--- src/rtl/memory_arbiter_pkg.sv ---
// Shared CPU memory types plus the arbiter's FSM state and grant encodings.
package memory_arbiter_pkg;

    localparam int unsigned WORD_W = 32;

    typedef logic [WORD_W-1:0] word_t;

    typedef enum logic [1:0] {
        FREE   = 2'd0,
        BUSY   = 2'd1,
        ACCESS = 2'd2,
        ERROR  = 2'd3
    } ramstate_t;

    typedef enum logic [1:0] {
        IDLE  = 2'd0,
        DSERV = 2'd1,
        ISERV = 2'd2
    } arb_state_t;

    typedef enum logic {
        GRANT_I = 1'b0,
        GRANT_D = 1'b1
    } grant_t;

endpackage

--- src/rtl/memory_arbiter.sv ---
// Arbitrates the icache read port and dcache read/write port onto the single RAM port.
// Optional: define MEM_ARB_RETRY_EN to re-issue accesses that end in ERROR up to RETRY_MAX times.
module memory_arbiter
    import memory_arbiter_pkg::*;
#(
    parameter int unsigned RETRY_MAX = 3
) (
    input  logic      CLK,
    input  logic      RST,
    input  logic      iREN,
    input  word_t     iaddr,
    output logic      iwait,
    output word_t     iload,
    input  logic      dREN,
    input  logic      dWEN,
    input  word_t     daddr,
    input  word_t     dstore,
    output logic      dwait,
    output word_t     dload,
    output logic      ramREN,
    output logic      ramWEN,
    output word_t     ramaddr,
    output word_t     ramstore,
    input  word_t     ramload,
    input  ramstate_t ramstate,
    output logic      ram_err
);

    arb_state_t state, state_n;
    grant_t     last_grant, last_grant_n;
    logic       d_req;
    logic       serve_d;
    logic       req_live;
    logic       strobe_en;
    logic       complete;

`ifdef MEM_ARB_RETRY_EN
    localparam int unsigned RCW = (RETRY_MAX < 1) ? 1 : $clog2(RETRY_MAX + 1);

    logic [RCW-1:0] retry_cnt, retry_n;
    logic           rearm, rearm_n;
`else
    // RETRY_MAX only has meaning when retries are built in
    logic unused_retry_max;
    assign unused_retry_max = |32'(RETRY_MAX);
`endif

    assign d_req = dREN | dWEN;

    // Grant decision, RAM port mux and completion handshake
    always_comb begin
        state_n      = state;
        last_grant_n = last_grant;
        iwait        = 1'b1;
        dwait        = 1'b1;
        iload        = '0;
        dload        = '0;
        ramREN       = 1'b0;
        ramWEN       = 1'b0;
        ramaddr      = '0;
        ramstore     = '0;
        ram_err      = 1'b0;
        serve_d      = (state == DSERV);
        req_live     = serve_d ? d_req : iREN;
        strobe_en    = 1'b0;
        complete     = 1'b0;
`ifdef MEM_ARB_RETRY_EN
        retry_n      = retry_cnt;
        rearm_n      = 1'b0;
`endif
        if (state == IDLE) begin
            if (d_req && (!iREN || last_grant == GRANT_I)) begin
                state_n = DSERV;
            end else if (iREN) begin
                state_n = ISERV;
            end
        end else if (!req_live) begin
            // requester withdrew: abort without completion
            state_n = IDLE;
`ifdef MEM_ARB_RETRY_EN
            retry_n = '0;
`endif
        end else begin
`ifdef MEM_ARB_RETRY_EN
            strobe_en = ~rearm;
`else
            strobe_en = 1'b1;
`endif
            ramaddr  = serve_d ? daddr : iaddr;
            ramstore = serve_d ? dstore : '0;
            ramWEN   = strobe_en & serve_d & dWEN;
            ramREN   = strobe_en & (serve_d ? (dREN & ~dWEN) : 1'b1);

            if (strobe_en && ramstate == ACCESS) begin
                complete = 1'b1;
            end
            if (strobe_en && ramstate == ERROR) begin
`ifdef MEM_ARB_RETRY_EN
                if (retry_cnt < RCW'(RETRY_MAX)) begin
                    rearm_n = 1'b1;
                    retry_n = retry_cnt + RCW'(1);
                end else begin
                    complete = 1'b1;
                    ram_err  = 1'b1;
                end
`else
                complete = 1'b1;
                ram_err  = 1'b1;
`endif
            end

            if (complete) begin
                state_n      = IDLE;
                last_grant_n = serve_d ? GRANT_D : GRANT_I;
`ifdef MEM_ARB_RETRY_EN
                retry_n      = '0;
`endif
                if (serve_d) begin
                    dwait = 1'b0;
                    dload = ramload;
                end else begin
                    iwait = 1'b0;
                    iload = ramload;
                end
            end
        end
    end

    always_ff @(posedge CLK or posedge RST) begin
        if (RST) begin
            state      <= IDLE;
            last_grant <= GRANT_I;
        end else begin
            state      <= state_n;
            last_grant <= last_grant_n;
        end
    end

`ifdef MEM_ARB_RETRY_EN
    always_ff @(posedge CLK or posedge RST) begin
        if (RST) begin
            retry_cnt <= '0;
            rearm     <= 1'b0;
        end else begin
            retry_cnt <= retry_n;
            rearm     <= rearm_n;
        end
    end
`endif

endmodule
--- config.mk ---
export PLATFORM = sky130hd
export DESIGN_NAME = memory_arbiter
export DESIGN_NICKNAME = d
export VERILOG_FILES = /design/src/rtl/memory_arbiter_pkg.sv /design/src/rtl/memory_arbiter.sv
export SDC_FILE = /design/constraint.sdc
export NUM_CORES = 1
export LEC_CHECK = 0
export ABC_AREA = 1
export ABC_CLOCK_PERIOD_IN_PS = 1750
export CELL_PAD_IN_SITES_DETAIL_PLACEMENT = 2
export CELL_PAD_IN_SITES_GLOBAL_PLACEMENT = 2
export CORE_MARGIN = 2
export CORE_UTILIZATION = 10
export DETAILED_ROUTE_END_ITERATION = 16
export GPL_TIMING_DRIVEN = 0
export PLACE_DENSITY = 0.95
export RECOVER_POWER = 100
export SYNTH_ARGS = -nofsm -noshare
export SYNTH_HDL_FRONTEND = slang
export SYNTH_SLANG_ARGS = --single-unit
--- constraint.sdc ---
create_clock -name CLK -period 1.75 [get_ports CLK]
set_clock_uncertainty 0.15 [all_clocks]
set_input_delay 0.175 -clock CLK [delete_from_list [all_inputs] [get_ports CLK]]
set_output_delay 0.175 -clock CLK [all_outputs]
set_load 0.005 [all_outputs]
==> summary.txt <==
Worst setup path
  – Max stage delay cell, worst path: dfrtp_2
  – Critical-path maximum fanout: 5
  – Crit path largest cell delay: 0.43 ns
  – Critical path's most frequent cell: buf_6
  – CP arrival: 1.85 ns
  – WS Path Type: reg -> out
  – CP Launch Type: flip-flop
  – Crit path cell chain: nor2_4 -> buf_4 -> buf_6 -> nand3_4 -> clkbuf_16 -> buf_12 -> buf_8 -> buf_6 -> nor2_4 -> buf_6
  – Worst Setup End Kind: primary output
  – R2R cell count: 12
  – Worst Path Required: 1.42 ns

Placed design
  – Final GP Congestion: 0.743
  – Port Buffers: 267
  – Detailed placement HPWL: 10,200 microns
  – Dpl cells: 833

Timing
  – Setup TNS: -30.97 ns
  – Worst-Margin Slew: 0.345 ns
  – Hold Slack: 0.399 ns
  – Fin. Hold Viols: 0
  – Clock period minus final worst setup slack: 2.17 ns
  – RSZ-0062 raised after global routing: yes
  – Max Freq: 460 MHz
  – Final setup margin: -0.424 ns
  – Final setup viols: 131
  – Final Cycle Share: 124%
  – Slew headroom: 77.0%
  – Max-slew violations: 0

Pwr
  – Peak VDD IR: 0.321 mV
  – Leakage power: 3.15 nW
  – Total Power: 0.00578 W
  – PwrDens: 1050 nW/um^2

Routing
  – WL/cell: 16.2 microns
  – Routed WL: 14,500 microns
  – Vias: 3,527
  – Drt via density: 3.94
  – 1st-pass router iterations: 3
  – DRC viols: 0
  – ANT nets after route: 0
  – First-iteration detailed-routing DRC count: 55

Yosys
  – Yosys reg bits: 3
  – Yosys cell types: 14
  – Ys Warns: 0
  – Post-Syn Area: 1520 sq um
  – Simple-Gate Fraction of Synth Area: 63.5%
  – Top cells by area, synth: nand2_1 35%, inv_1 25%, nor2_1 25%
  – Synth Area in Compound Gates: 0.658%
  – Mean cell area of the mapped netlist: 4.02 sq um
  – Xor/xnor cell area share of the yosys netlist: 0%
  – Multiplexer share of the synthesized area: 0%
  – Post-Synthesis Cells: 378
  – Adder and majority gate portion of the synthesized area: 0%
  – Cell accounting for the most synthesized area: nand2_1
  – Syn_nets: 513
  – Register area share after synthesis: 4.94%
  – Share of the synthesized area in the top cell type: 35.3%
  – Main combinational cell family by area after synthesis: simple AND/OR/NAND/NOR gates

Global routing
  – Vias in the first global route: 3,772
  – Largest net degree at the start of global routing: 11
  – GRT Util Overall: 16.2%
  – Initial antenna violation count: 0
  – First-pass GRT wire length: 20,500 microns
  – Overflow left after global routing: 0

Hold path
  – Min-Delay Path Class: reg -> reg
  – Hold Path Depth: 2

Die
  – Die Y: 127 microns
  – Cell Rows: 45
  – Die Span X: 127 microns
  – Boundary Pins: 268
  – Initial Util: 10.1%
  – Die ar.: 16,200 sq um
  – Core Footprint: 15,000 sq um

Final layout
  – Most frequent cells in the layout: 133 x clkdlybuf4s50_1, 106 x nand2_1, 102 x inv_1
  – Final Non-Filler Cells: 895
  – Multi-input gate area: 1450 sq um
  – Final nets: 843
  – Register Area: 76.3 sq um
  – Share of layout cells above drive strength 1: 43.8%
  – Fillers: 1,811
  – Layout area overhead: 261%
  – Commonest non-fill, non-tap cell in the layout: clkdlybuf4s50_1
  – Fin util: 36.5%
  – Ant. Diodes: 0

Clock tree
  – Total CTS buffers: 3
  – CTS tree: done
  – Clock sinks: 3
  – Clk_lat worst skew: 0.23 ns
  – Root Driver: clkbuf_16
  – Reg clk slew, reported paths: 0.03 ns
  – Max Root-Sink Buffers: 2
  – H-tree levels: 1

Outcome
  – Outcome: finished, violations left
  – Failing checks: negative setup slack

Run
  – Max Cap Viol: 0
## path summary, 6_finish.rpt
kind	slack (ns)	from	end
worst min-delay path	0.40	last_grant$_DFFE_PP0P_	last_grant$_DFFE_PP0P_
min in group asynchronous	0.68	RST	last_grant$_DFFE_PP0P_
worst min register to register	0.40	last_grant$_DFFE_PP0P_	last_grant$_DFFE_PP0P_
worst max register to register	0	state[0]$_DFFE_PP0P_	state[1]$_DFFE_PP0P_
max in group asynchronous	0.60	RST	state[1]$_DFFE_PP0P_
worst max-delay path	-0.42	state[1]$_DFFE_PP0P_	dload[5]
## kinds of logic (layout without fill, tap and decap cells)
group,count (synthesis),in the layout
AND/OR/NAND/NOR,250,250
flip-flops,3,3
buffers and inverters,123,452
AO/OA/AOI/OAI,2,2
## cells in the mapped netlist
cell type and count:
nand3_2 1, inv_2 2, clkbuf_1 9, buf_2 6
nand2_2 1, nand3_1 3, buf_1 3, nor2_1 100
dfrtp_1 3, a21oi_1 2, nor2_4 1, nand2_1 143
inv_1 103, nand2_4 1
## report_power, final
group	total, W	internal [W]	switching, W
combinational	0.00527	0.00283	0.00244
sequential	0.000135	0.000102	0.0000330
clock	0.000383	0.000302	0.0000808
total	0.00578	0.00323	0.00255
## worst max-delay path: cells and delay by family (launching register included)
kind | cells | cell delay [ns]
buffers and inverters | 7 | 0.86
flip-flops | 1 | 0.43
AND/OR/NAND/NOR | 3 | 0.31
## flip-flops by register name, indices dropped and copies added (netlist names)
register	count
state	2
last_grant	1
## routing by layer
metal,wire length (microns),up-vias,track usage [%]
met5,0,-,0
met4,470,0,4.91
met3,833,26,3.10
met2,7970,165,32.6
met1,5250,1653,16.5
li1,-,1683,-
## through the flow
step	area [sq um]	setup slack, ns
final	5490	-0.424
after global routing	5490	-0.468
after CTS	5200	-0.395
after detailed placement	4430	-0.943
after global placement	4430	-0.893
after floorplan	1520	0.210
## cell type report
| type | count | share of cell area (%) |
|---|---|---|
| Buffer | 17 | 5.59 |
| Multi-Input combinational cell | 252 | 26.5 |
| Timing Repair Buffer | 326 | 53.6 |
| Clock buffer | 4 | 1.44 |
| Inverter | 105 | 7.23 |
| Sequential cell | 3 | 1.39 |
| Tap cell | 188 | 4.29 |
## what timing repair did
| action | 4_1_cts | 5_1_grt |
|---|---|---|
| setup buffers | 42 | 13 |
| cloned | 5 | 1 |
| gates resized for setup | 643 | 102 |
| hold endpoints to repair | 3 | 0 |
| hold buffers | 1 | 0 |
| endpoints found under the setup margin | 134 | 133 |
| pin swaps | 27 | 15 |
Note: power is estimated with default switching activity, not from simulation.
